**config.mk**
```make
export PLATFORM = sky130hd
export DESIGN_NAME = spi_master_param
export DESIGN_NICKNAME = d
export VERILOG_FILES = /design/src/rtl/spi_master_param.sv
export SDC_FILE = /design/constraint.sdc
export NUM_CORES = 1
export LEC_CHECK = 0
export ABC_AREA = 1
export CAP_MARGIN = 40
export CORE_MARGIN = 3
export CORE_UTILIZATION = 55
export CTS_BUF_LIST = sky130_fd_sc_hd__clkbuf_2 sky130_fd_sc_hd__clkbuf_4 sky130_fd_sc_hd__clkbuf_8
export CTS_CLUSTER_SIZE = 25
export DETAILED_ROUTE_END_ITERATION = 8
export PLACE_DENSITY_LB_ADDON = 0.1
export SLEW_MARGIN = 10
export SYNTH_ARGS = -nofsm -noshare
export SYNTH_HDL_FRONTEND = slang
export SYNTH_SLANG_ARGS = --single-unit
```
**constraint.sdc**
```tcl
create_clock -name CLK_16MHZ -period 2.6 [get_ports CLK_16MHZ]
set_input_delay 0.26 -clock CLK_16MHZ [delete_from_list [all_inputs] [get_ports CLK_16MHZ]]
set_output_delay 0.26 -clock CLK_16MHZ [all_outputs]
set_load 0.005 [all_outputs]
```
**src/rtl/spi_master_param.sv**
```systemverilog
// Parametrised SPI master: configurable width, divider, bit order, CPOL/CPHA,
// multiple active-low chip selects and full-duplex receive on IO1.
module spi_master_param #(
    parameter int DATA_W    = 8,
    parameter int CLK_DIV   = 4,
    parameter int NUM_CS    = 2,
    parameter int CS_IDX_W  = 1,
    parameter bit MSB_FIRST = 1'b1
) (
    input  logic                CLK_16MHZ,
    input  logic                RST_N,
    input  logic                begin_send,
    input  logic                cpol,
    input  logic                cpha,
    input  logic [CS_IDX_W-1:0] cs_sel,
    input  logic [DATA_W-1:0]   tx_data,
    output logic [DATA_W-1:0]   rx_data,
    output logic                busy,
    output logic                done,
    output logic                output_clock,
    output logic [NUM_CS-1:0]   output_CS,
    output logic                IO0,
    input  logic                IO1
);

    localparam int DIV_W  = (CLK_DIV > 1) ? $clog2(CLK_DIV) : 1;
    localparam int EDGE_W = $clog2(2 * DATA_W + 1);
    localparam logic [DIV_W-1:0]  DIV_LAST  = DIV_W'(CLK_DIV - 1);
    localparam logic [EDGE_W-1:0] EDGE_LAST = EDGE_W'(2 * DATA_W - 1);

    typedef enum logic [1:0] {
        IDLE,
        SETUP,
        SHIFT,
        HOLD
    } state_t;

    state_t state, state_next;

    logic [DIV_W-1:0]  div_cnt;
    logic [EDGE_W-1:0] edge_cnt;
    logic [DATA_W-1:0] tx_sh;
    logic [DATA_W-1:0] rx_sh;
    logic [NUM_CS-1:0] cs_dec;
    logic              cpol_q;
    logic              cpha_q;
    logic              tick;
    logic              last_edge;
    logic              lead_edge;
    logic              start;
    logic              finish;
    logic              drive;
    logic              sample;

    function automatic logic first_bit(input logic [DATA_W-1:0] w);
        return MSB_FIRST ? w[DATA_W-1] : w[0];
    endfunction

    function automatic logic [DATA_W-1:0] shift_out(input logic [DATA_W-1:0] w);
        return MSB_FIRST ? {w[DATA_W-2:0], 1'b0} : {1'b0, w[DATA_W-1:1]};
    endfunction

    function automatic logic [DATA_W-1:0] shift_in(input logic [DATA_W-1:0] w,
                                                   input logic b);
        return MSB_FIRST ? {w[DATA_W-2:0], b} : {b, w[DATA_W-1:1]};
    endfunction

    assign tick      = (div_cnt == DIV_LAST);
    assign last_edge = (edge_cnt == EDGE_LAST);
    // edge_cnt counts completed edges, so an even count means a leading edge is next
    assign lead_edge = ~edge_cnt[0];

    always_comb begin
        cs_dec = '1;
        for (int i = 0; i < NUM_CS; i++) begin
            if (cs_sel == CS_IDX_W'(i)) cs_dec[i] = 1'b0;
        end
    end

    always_ff @(posedge CLK_16MHZ or negedge RST_N) begin
        if (!RST_N) state <= IDLE;
        else        state <= state_next;
    end

    always_comb begin
        state_next = state;
        start      = 1'b0;
        finish     = 1'b0;
        drive      = 1'b0;
        sample     = 1'b0;
        unique case (state)
            IDLE: begin
                if (begin_send) begin
                    state_next = SETUP;
                    start      = 1'b1;
                end
            end
            SETUP: begin
                if (tick) state_next = SHIFT;
            end
            SHIFT: begin
                if (tick) begin
                    sample = cpha_q ? ~lead_edge : lead_edge;
                    drive  = cpha_q ? lead_edge : (~lead_edge & ~last_edge);
                    if (last_edge) state_next = HOLD;
                end
            end
            HOLD: begin
                if (tick) begin
                    state_next = IDLE;
                    finish     = 1'b1;
                end
            end
            default: state_next = IDLE;
        endcase
    end

    always_ff @(posedge CLK_16MHZ or negedge RST_N) begin
        if (!RST_N) begin
            div_cnt      <= '0;
            edge_cnt     <= '0;
            tx_sh        <= '0;
            rx_sh        <= '0;
            rx_data      <= '0;
            cpol_q       <= 1'b0;
            cpha_q       <= 1'b0;
            busy         <= 1'b0;
            done         <= 1'b0;
            output_clock <= 1'b0;
            output_CS    <= '1;
            IO0          <= 1'b0;
        end else begin
            done <= finish;

            if (start)               div_cnt <= '0;
            else if (state != IDLE)  div_cnt <= tick ? '0 : div_cnt + 1'b1;

            if (start)                      edge_cnt <= '0;
            else if (state == SHIFT && tick) edge_cnt <= edge_cnt + 1'b1;

            if (state == IDLE)               output_clock <= cpol;
            else if (state != SHIFT)         output_clock <= cpol_q;
            else if (tick)                   output_clock <= ~output_clock;

            if (start) begin
                busy      <= 1'b1;
                cpol_q    <= cpol;
                cpha_q    <= cpha;
                output_CS <= cs_dec;
                rx_sh     <= '0;
                // with cpha=0 the first bit must already sit on IO0 during SETUP
                tx_sh     <= cpha ? tx_data : shift_out(tx_data);
                IO0       <= cpha ? 1'b0 : first_bit(tx_data);
            end

            if (drive) begin
                IO0   <= first_bit(tx_sh);
                tx_sh <= shift_out(tx_sh);
            end

            if (sample) rx_sh <= shift_in(rx_sh, IO1);

            if (finish) begin
                busy      <= 1'b0;
                output_CS <= '1;
                IO0       <= 1'b0;
                rx_data   <= rx_sh;
            end
        end
    end

endmodule

```
# --- Word-level counts from Yosys, hierarchy flattened ---
# Index checks and enable logic that the tools add are counted.
# W data, S select, Z words.
totals:
  regBits: 41
  in_bits: 15
  out_inout_bits: 14
  elab_cells: 80
classes:
  add_sub_neg: 2
  eq_ne: 11
  n_mux: 39
  bitwise: 4
  n_reduce_logical: 11
op_table:
  columns: ["op", "count"]
  rows:
  - ["$mux W8", 5]
  - ["$mux W1", 21]
  - ["$mux W2", 10]
  - ["$ne A2 B2 Y1 const B", 6]
  - ["$reduce_bool A2 Y1", 6]
  - ["$mux W5", 2]
  - ["$pmux W2 S4", 1]
  - ["$eq A2 B2 Y1 const B", 3]
  - ["$reduce_bool A3 Y1", 2]
  - ["$add A5 B1 Y5 const B", 1]
  - ["$eq A5 B4 Y1 const B", 1]
  - ["$reduce_and A5 Y1", 1]
  - ["$not A1 Y1", 3]
  - ["$add A2 B1 Y2 const B", 1]
  - ["$eq A2 B1 Y1 const B", 1]
  - ["$logic_not A2 Y1", 1]
  - ["$and A1 B1 Y1", 1]
  - ["$logic_and A1 B1 Y1", 1]

# --- Depth between registers and ports, before layout ---
# Gate-level depths: netlist of the first run.
logic_depth:
  ltp_word: 8
  depth_mapped: 12
  ltp_nobuf: 12

# --- Worst setup path before layout of the first run ---
# Ideal clock, no wire load.
synth_path:
  path_type: "reg2reg"
  start: "register edge_cnt[0]"
  end: "register tx_sh[1]"
  setup_time_ns: 0.120
  t_arrival_ns: 1.472
  t_required_ns: 2.480
  slack_ns: 1.008
  stages_incl_launch_ff: 12
  n_path_buf: 1
  period_less_slack_ns: 1.592
  cell_sequence: "dfrtp_1 > ha_1 > nand2_1 > nor2_1 > ha_1 > nand2_1 > inv_2 > nor2_8 > nand2_4 > buf_6 > o21ai_1 > nand2_1"
synth_via:
  elab_chain_len: 7
  elab_cells_between_ends: 9
  cone_classes: "eq/ne (1); mux (4); bitwise (3); reduce/logical (1)"
synth_rtl:
  columns: ["item", "line_no", "rtl"]
  rows:
  - ["start: declaration", "41", "logic [EDGE_W-1:0] edge_cnt;"]
  - ["start signal: assignment", "139", "else if (state == SHIFT && tick) edge_cnt <= edge_cnt + 1'b1;"]
  - ["$eq A5 B4 Y1", "69", "assign last_edge = (edge_cnt == EDGE_LAST);"]
  - ["$not A1 Y1", "104", "drive = cpha_q ? lead_edge : (~lead_edge & ~last_edge);"]
  - ["$and A1 B1 Y1", "104", null]
  - ["$mux W1 *", "104", null]
  - ["$mux W1 *", "102", "if (tick) begin"]
  - ["$mux W1 *", "91", "unique case (state)"]
  - ["$mux W8 / $reduce_bool A2 Y1 (equally long branches)", null, null]
  - ["end signal: assignment", "152", "tx_sh <= cpha ? tx_data : shift_out(tx_data);"]
  - ["end signal: assignment", "158", "tx_sh <= shift_out(tx_sh);"]
  - ["end: declaration", "42", "logic [DATA_W-1:0] tx_sh;"]
# Mark *: on every way between the ends. The rest lies on a longest branch, timed or not.
# A chain may end at the register's enable or synchronous reset.

# --- Worst setup path after layout of the first run ---
layout_path:
  start: "register state[0]"
  end: "register tx_sh[7]"
layout_via:
  elab_chain_len: 3
  elab_cells_between_ends: 6
  cone_classes: "eq/ne (1); mux (3); reduce/logical (2)"
layout_rtl:
  columns: ["item", "line_no", "rtl"]
  rows:
  - ["start: declaration", "38", "state_t state, state_next;"]
  - ["start signal: assignment", "82", "else state <= state_next;"]
  - ["$eq A2 B2 Y1 / $logic_not A2 Y1 (equally long branches)", "91", null]
  - ["$mux W1", "91", null]
  - ["$mux W8 / $reduce_bool A2 Y1 (equally long branches)", null, null]
# Several ways; a longest one is shown, not always the timed one.

==> out/qor.log, run 1 <==
qor: logic_synthesis.synth_area_per_cell 8.649 µm²
qor: floorplanning.top_level_ports 29
qor: logic_synthesis.synth_seq_cells 41
qor: clocking.clock_sink_count 41
qor: logic_synthesis.yosysUniqueCellTypes 24
qor: cells_and_area.nets 280
qor: floorplanning.dieWidth 66.01 µm
qor: cells_and_area.post-route-cell-area 0.002359 mm²
qor: cells_and_area.fillers 288
qor: global_route.track_usage 0.1963
qor: logic_synthesis.synthDominantCellAreaShare 0.4927
qor: worst_setup_path.worst-r2r-setup-slack 0.83 ns
qor: logic_synthesis.ys.warnings.count 0
qor: placed_design.post_dp_cell_area 0.002286 mm²
qor: floorplanning.placement_rows 21
qor: logic_synthesis.yosys.cell_count.top_type sky130_fd_sc_hd__nand2_1
qor: global_route.antenna_found_initial 0
qor: clocking.source_to_sink_clock_delay_at_the_later_pin_of_the_worst_skew_pair 0.38 ns
qor: floorplanning.die-area 0.004357 mm²
qor: logic_synthesis.syn_inst 229
qor: global_route.grt_pass1_wl 6430 µm
qor: cells_and_area.area_delta_synth_final 19.08%
qor: clocking.cts_resized 0
qor: timing.period_share 0.6790
qor: routing.vias 1608
qor: worst_setup_path.cp_required 2.87 ns
qor: timing.report.final.hold_viol_count 0
qor: logic_synthesis.synth_top_flop_cell sky130_fd_sc_hd__dfrtp_1
qor: power_and_ir_drop.power.static_leakage 1.161 nW
qor: worst_setup_path.end_kind register
qor: routing.detail_route.wl_per_cell 12.40 µm
qor: run_status.run_status finished, final reports clean
qor: cells_and_area.final_layout_size_suffix_gt1_frac 0.1004
qor: logic_synthesis.number_of_flops_mapped_to_enable_cells_by_yosys 0
qor: routing.drt_pre_antenna_iters 4
qor: timing.fin_crit 1.765 ns
qor: logic_synthesis.postSynth.asyncResetShare 1.000
qor: placed_design.gp_routability_congestion 0.8122
qor: routing.postRouteAntennaNets 0
qor: logic_synthesis.total_standard_cell_area_after_synthesis 0.001981 mm²
qor: global_route.overflow 0
qor: timing.slew_viol_final 0
qor: logic_synthesis.post_synth_main_area_contributors sky130_fd_sc_hd__dfrtp_1 49%, sky130_fd_sc_hd__nand2_1 10%, sky130_fd_sc_hd__nand3_1 5.8%
qor: timing.max_freq 0.5664 GHz
qor: routing.post_drt_via_cell_ratio 5.272
qor: logic_synthesis.synth_nets 251
qor: routing.detailedRoute.firstIterationViolations 123
qor: global_route.grt_start_max_net_pins 33
qor: routing.drcViolationCount 0
qor: timing.finalSetupViolations 0
qor: logic_synthesis.seq_total_area_yosys 0.5193
qor: worst_setup_path.worstSetupStartpointType register
qor: clocking.cts.root.buffer_cell sky130_fd_sc_hd__clkbuf_4
qor: clocking.post-cts-setup-buffers 0
qor: placed_design.io_buffers 28
qor: clocking.cts-root-to-sink-buffers 2
qor: clocking.numCtsBuffers 5
qor: routing.detail_route.wirelength 3783 µm
qor: floorplanning.initial_core_util 0.5843
qor: job.max-cap-violations 0
qor: power_and_ir_drop.vdd_drop_max 526.2 µV
qor: logic_synthesis.synthTopCellsByCount 53 x sky130_fd_sc_hd__nand2_1, 39 x sky130_fd_sc_hd__dfrtp_1, 25 x sky130_fd_sc_hd__inv_1
qor: timing.timing.max_slew.rel_slack 0.6106
qor: clocking.clock_tree_from_tritoncts built
qor: placed_design.detailedPlacementHpwl 2675 µm
qor: cells_and_area.insertedDiodeCount 0
qor: power_and_ir_drop.power_density_over_cell_area 925.0 mW/mm²
qor: clocking.cts-htree-levels 2
qor: timing.clock_skew 0.01400 ns
qor: worst_setup_path.path_max_fanout 13
qor: timing.worst_slew_pin_slew 0.5827 ns
qor: logic_synthesis.synth_largest_area_cell sky130_fd_sc_hd__dfrtp_1
qor: global_route.grt_pass1_vias 1478
qor: worst_hold_path.hold_path.class input pin to async pin
qor: timing.grt_setup_unrepaired false
qor: floorplanning.core_area 0.003390 mm²
qor: worst_setup_path.worst_ep_arrival_time 2.04 ns
qor: timing.finalSetupTns 0 ns
qor: floorplanning.vertical_die_dimension 66.01 µm
qor: worst_setup_path.setup.worst_path.class register to register
qor: clocking.clkTransAtPathRegs 0.13 ns
-- power by group --
group	internal (mW)	switching, mW
clock network	0.110	0.238
registers	0.847	0.125
logic	0.377	0.484
-- kinds of logic (layout without fill, tap and decap cells) --
kind of cell	after synthesis	count (layout)	share of synthesized area
compound gates	47	47	0.1314
fa+ha+maj	7	7	0.04422
simple gates	94	94	0.2186
flops	41	41	0.5193
buf+inv	40	70	0.08654
-- through the flow --
| stage | setup WS [ns] | utilization | cells | power [mW] | hold WS [ns] |
|---|---|---|---|---|---|
| 6_report | 0.8346 | 0.6958 | 305 | 2.182 | 0.2677 |
| 5_1_grt | 0.6199 | 0.6958 | 305 | 2.366 | 0.2843 |
| 4_1_cts | 0.8325 | 0.6958 | 305 | 2.199 | 0.2660 |
| 2_1_floorplan | 1.008 | - | 229 | 1.539 | -0.03559 |
| 3_5_place_dp | 0.8523 | 0.6744 | 296 | 1.848 | 0.1430 |
| 3_3_place_gp | 0.8806 | 0.6685 | 295 | 1.831 | 0.4403 |
-- cell type report --
cell class                 instances  area (µm²)  area share
sequential                        41        1028      0.4361
tap                               46       57.56     0.02440
timing repair buffer              31       312.8      0.1326
multi-input combinational        148       780.7      0.3310
clock buffer                       5       37.54     0.01592
clock inverter                     3       25.02     0.01061
inverter                          31       116.4     0.04934
-- path summary, 6_finish.rpt --
check                                   from           end  cells past startpoint
worst max-delay path                state[0]      tx_sh[7]                      8
worst min-delay path                   RST_N   edge_cnt[4]                      2
worst max register to register      state[0]      tx_sh[7]                      8
worst min register to register  output_CS[0]  output_CS[0]                      2
max in group asynchronous              RST_N  output_CS[0]                      3
min in group CLK_16MHZ                cs_sel  output_CS[1]                      2
-- sequential cells by signal (all words and copies together) (netlist names) --
register / count
cpol_q: 1
rx_data: 8
output_clock: 1
done: 1
edge_cnt: 5
output_CS: 2
div_cnt: 2
cpha_q: 1
tx_sh: 8
rx_sh: 8
busy: 1
IO0: 1
state: 2
-- cell usage in the layout, fill, tap and decap left out --
cell / count
sky130_fd_sc_hd__nand2_1: 53
sky130_fd_sc_hd__o22ai_1: 8
sky130_fd_sc_hd__ha_1: 7
sky130_fd_sc_hd__inv_6: 1
sky130_fd_sc_hd__dlygate4sd3_1: 1
sky130_fd_sc_hd__nand3_1: 23
sky130_fd_sc_hd__a21oi_1: 6
sky130_fd_sc_hd__clkdlybuf4s50_1: 27
sky130_fd_sc_hd__or2_1: 1
sky130_fd_sc_hd__dfstp_2: 2
sky130_fd_sc_hd__nand2_4: 2
sky130_fd_sc_hd__o21ai_1: 5
sky130_fd_sc_hd__buf_12: 1
sky130_fd_sc_hd__buf_2: 1
sky130_fd_sc_hd__nor2_1: 8
sky130_fd_sc_hd__nand4_1: 1
sky130_fd_sc_hd__inv_1: 25
sky130_fd_sc_hd__nor2_8: 1
sky130_fd_sc_hd__o211ai_1: 5
sky130_fd_sc_hd__nor3_1: 1
sky130_fd_sc_hd__clkbuf_4: 5
sky130_fd_sc_hd__nand3_2: 1
sky130_fd_sc_hd__inv_2: 6
sky130_fd_sc_hd__clkinv_4: 1
sky130_fd_sc_hd__clkinvlp_4: 1
sky130_fd_sc_hd__dfrtp_1: 39
sky130_fd_sc_hd__nand2_2: 3
sky130_fd_sc_hd__o21ai_0: 22
sky130_fd_sc_hd__o31ai_1: 1
sky130_fd_sc_hd__buf_4: 1
-- timing repair --
item	CTS	global route
endpoints found under the hold margin	9	0
setup endpoints to repair	0	0
hold buffers	1	0
-- critical path: stages, from the launching register on --
cell	delay [ns]
sky130_fd_sc_hd__dfrtp_1	0.42
sky130_fd_sc_hd__inv_1	0.07
sky130_fd_sc_hd__ha_1	0.26
sky130_fd_sc_hd__nand2_1	0.37
sky130_fd_sc_hd__inv_2	0.19
sky130_fd_sc_hd__o211ai_1	0.13
sky130_fd_sc_hd__nand2_1	0.07
sky130_fd_sc_hd__o21ai_1	0.08
sky130_fd_sc_hd__nand2_1	0.07
-- per-layer routing --
metal  track usage  vias to the layer above  wire, µm
met5             0                        -         0
met4        0.1091                        0        88
met3       0.04252                        9       159
met2        0.2966                       33      1688
met1        0.2617                      759      1846
li1              -                      807         -
(Power assumes the default switching activity.)
==> run 2, diff against run 1 <==
clock period = 1.8 ns   (was 2.6 ns; I/O delays follow)
==> run 2 against run 1 <==
Effect of this change: cell count increased by 1.3%; non-clock buffer count is 2 higher; routed wire length increased by 2.8%; hold slack improved by 0.12 ns; critical path type unchanged.
==> out/qor.log, run 2 (synthesis gave the netlist of run 1 again) <==
qor: clocking.clkTransAtPathRegs 0.13 ns [about the same]
qor: placed_design.post_dp_cell_area 0.002281 mm² [-0.22%]
qor: clocking.clock_tree_from_tritoncts built
qor: timing.timing.max_slew.rel_slack 0.6510 [+0.04046]
qor: worst_setup_path.rr_worst_depth 11 [+3]
qor: cells_and_area.reg.largest.list rx_data x8, rx_sh x8, tx_sh x8
qor: job.max-cap-violations 0 [unchanged]
qor: timing.slew_viol_final 0 [unchanged]
qor: clocking.numCtsBuffers 5 [unchanged]
qor: worst_setup_path.critical_path_cell_count 11 [+3]
qor: clocking.cts-root-to-sink-buffers 2 [unchanged]
qor: cells_and_area.final_common_cell sky130_fd_sc_hd__nand2_1
qor: global_route.overflow 0 [unchanged]
qor: timing.max_freq 0.5943 GHz [+4.9%]
qor: timing.period_share 0.9349 [+0.2559]
qor: routing.postRouteAntennaNets 0 [unchanged]
qor: routing.drcViolationCount 0 [unchanged]
qor: cells_and_area.post-route-cell-area 0.002400 mm² [+1.8%]
qor: routing.vias 1598 [-0.62%]
qor: cells_and_area.nets 284 [+1.4%]
qor: power_and_ir_drop.vdd_drop_max 842.3 µV [+60%]
qor: worst_setup_path.worst_ep_arrival_time 1.99 ns [-0.05 ns]
qor: floorplanning.placement_rows 21 [unchanged]
qor: placed_design.io_buffers 28 [unchanged]
qor: global_route.grt_pass1_vias 1499 [+1.4%]
qor: global_route.grt_start_max_net_pins 42 [+27%]
qor: floorplanning.dieWidth 66.01 µm [unchanged]
qor: power_and_ir_drop.power.static_leakage 1.177 nW [+1.4%]
qor: clocking.clock_sink_count 41 [unchanged]
qor: floorplanning.die-area 0.004357 mm² [unchanged]
qor: clocking.source_to_sink_clock_delay_at_the_later_pin_of_the_worst_skew_pair 0.37 ns [about the same]
qor: floorplanning.core_area 0.003390 mm² [unchanged]
qor: cells_and_area.area_delta_synth_final 21.16%
qor: cells_and_area.layout_common_cells 52 x sky130_fd_sc_hd__nand2_1, 39 x sky130_fd_sc_hd__dfrtp_1, 27 x sky130_fd_sc_hd__clkdlybuf4s50_1
qor: worst_setup_path.setup.worst_path.class register to register
qor: worst_setup_path.cp_required 2.11 ns [-0.76 ns]
qor: worst_hold_path.hold_path.class input pin to async pin
qor: floorplanning.vertical_die_dimension 66.01 µm [unchanged]
qor: timing.grt_setup_unrepaired false
qor: cells_and_area.insertedDiodeCount 0 [unchanged]
qor: routing.detail_route.wirelength 3890 µm [+2.8%]
qor: floorplanning.initial_core_util 0.5843 [unchanged]
qor: timing.worst_slew_pin_slew 0.5218 ns [-0.06091 ns]
qor: timing.report.final.hold_viol_count 0 [unchanged]
qor: worst_setup_path.timing.critical_path.max_delay_family simple AND/OR/NAND/NOR gates
qor: floorplanning.top_level_ports 29 [unchanged]
qor: clocking.cts.root.buffer_cell sky130_fd_sc_hd__clkbuf_4
qor: worst_setup_path.end_kind register
qor: routing.post_drt_via_cell_ratio 5.172 [-1.9%]
qor: worst_setup_path.critical_path.max_stage_delay 0.43 ns [about the same]
qor: routing.drt_pre_antenna_iters 5 [+1]
qor: timing.fin_crit 1.683 ns [-0.08264 ns]
qor: cells_and_area.fillers 264 [-8.3%]
qor: worst_setup_path.cp_cell_instances ha_2 -> nand2_1 -> nor2_1 -> ha_2 -> nand2_1 -> inv_2 -> nor2_8 -> nand2_4 -> nand2_1 -> o21ai_1 -> nand2_1
qor: routing.detail_route.wl_per_cell 12.59 µm [+1.5%]
qor: worst_setup_path.count_of_buffering_cells_on_the_critical_path_with_inverters_included 1 [-1]
qor: clocking.cts-htree-levels 2 [unchanged]
qor: worst_setup_path.crit_path_top_delay_cell sky130_fd_sc_hd__dfrtp_1
qor: placed_design.placed_cells 297 [+0.34%]
qor: global_route.track_usage 0.1973 [+0.001019]
qor: worst_setup_path.cp_common_cell sky130_fd_sc_hd__nand2_1
qor: run_status.run_status finished, final reports clean
qor: cells_and_area.final_layout_size_suffix_gt1_frac 0.1255 [+0.02509]
qor: cells_and_area.finished_core_util 0.7080 [+0.01218]
qor: timing.finalSetupTns 0 ns [unchanged]
qor: routing.detailedRoute.firstIterationViolations 174 [+41%]
qor: placed_design.detailedPlacementHpwl 2661 µm [-0.52%]
qor: worst_setup_path.worstSetupStartpointType register
qor: placed_design.gp_routability_congestion 0.7614 [-6.3%]
qor: global_route.grt_pass1_wl 6548 µm [+1.8%]
qor: cells_and_area.finalNonFillerCells 309 [+1.3%]
qor: worst_setup_path.path_max_fanout 11 [-2]
qor: global_route.antenna_found_initial 0 [unchanged]
qor: timing.finalSetupViolations 0 [unchanged]
qor: timing.clock_skew 0.009348 ns [-0.004655 ns]
qor: power_and_ir_drop.power_density_over_cell_area 1343 mW/mm² [+45%]
-- run 2: cell type report --
cell class | count | area [µm²] | area share
clock inverter | 3 | 25.02 | 0.01043
clock buffer | 5 | 37.54 | 0.01564
multi-input combinational | 150 | 819.5 | 0.3415
inverter | 31 | 116.4 | 0.04849
timing repair buffer | 33 | 315.3 | 0.1314
sequential | 41 | 1028 | 0.4286
tap | 46 | 57.56 | 0.02398
-- run 2: final timing paths --
check / to / slack, ns / start
setup / recovery: tx_sh[5] / 0.12 / edge_cnt[1]
hold / removal: div_cnt[1] / 0.39 / RST_N
setup reg to reg: tx_sh[5] / 0.12 / edge_cnt[1]
hold reg to reg: output_CS[0] / 0.48 / output_CS[0]
max in group asynchronous: output_CS[1] / 1.05 / RST_N
min in group CLK_16MHZ: cpol_q / 0.39 / cpol
-- run 2: power by group --
group | switching, mW | internal, mW
registers | 0.189 | 1.22
logic | 0.756 | 0.564
clock network | 0.331 | 0.159
-- run 2: routing by layer --
layer  part of all wire  up-vias  global-route usage  routed length [µm]
met5                  0        -                   0                   0
met4              0.017        0             0.08376                  65
met3              0.044        7             0.04082                 171
met2               0.45       39              0.2879                1751
met1               0.49      729              0.2848                1901
li1                   -      823                   -                   -
-- run 2: worst register-to-register path: stages, from the launching register on --
cell	delay (ns)
sky130_fd_sc_hd__dfrtp_1	0.43
sky130_fd_sc_hd__ha_2	0.20
sky130_fd_sc_hd__nand2_1	0.09
sky130_fd_sc_hd__nor2_1	0.05
sky130_fd_sc_hd__ha_2	0.17
sky130_fd_sc_hd__nand2_1	0.07
sky130_fd_sc_hd__inv_2	0.06
sky130_fd_sc_hd__nor2_8	0.21
sky130_fd_sc_hd__nand2_4	0.13
sky130_fd_sc_hd__nand2_1	0.10
sky130_fd_sc_hd__o21ai_1	0.07
sky130_fd_sc_hd__nand2_1	0.05
-- run 2: through the flow --
| step | power [mW] | setup slack (ns) | hold WS (ns) |
|---|---|---|---|
| 4_1_cts | 3.168 | 0.06063 | 0.3701 |
| 3_5_place_dp | 2.676 | 0.07431 | 0.2657 |
| 2_1_floorplan | 2.222 | 0.2076 | -0.1156 |
| 5_1_grt | 3.515 | 0.02218 | 0.3944 |
| 3_3_place_gp | 2.643 | 0.1644 | 0.2736 |
| 6_report | 3.223 | 0.1172 | 0.3872 |
-- run 2: what timing repair did --
item / in CTS / in global routing
resized for setup: 0 / 4
hold endpoints to repair: 39 / 0
hold buffers: 1 / 0
endpoints found under the setup margin: 0 / 9
setup buffers: 0 / 1
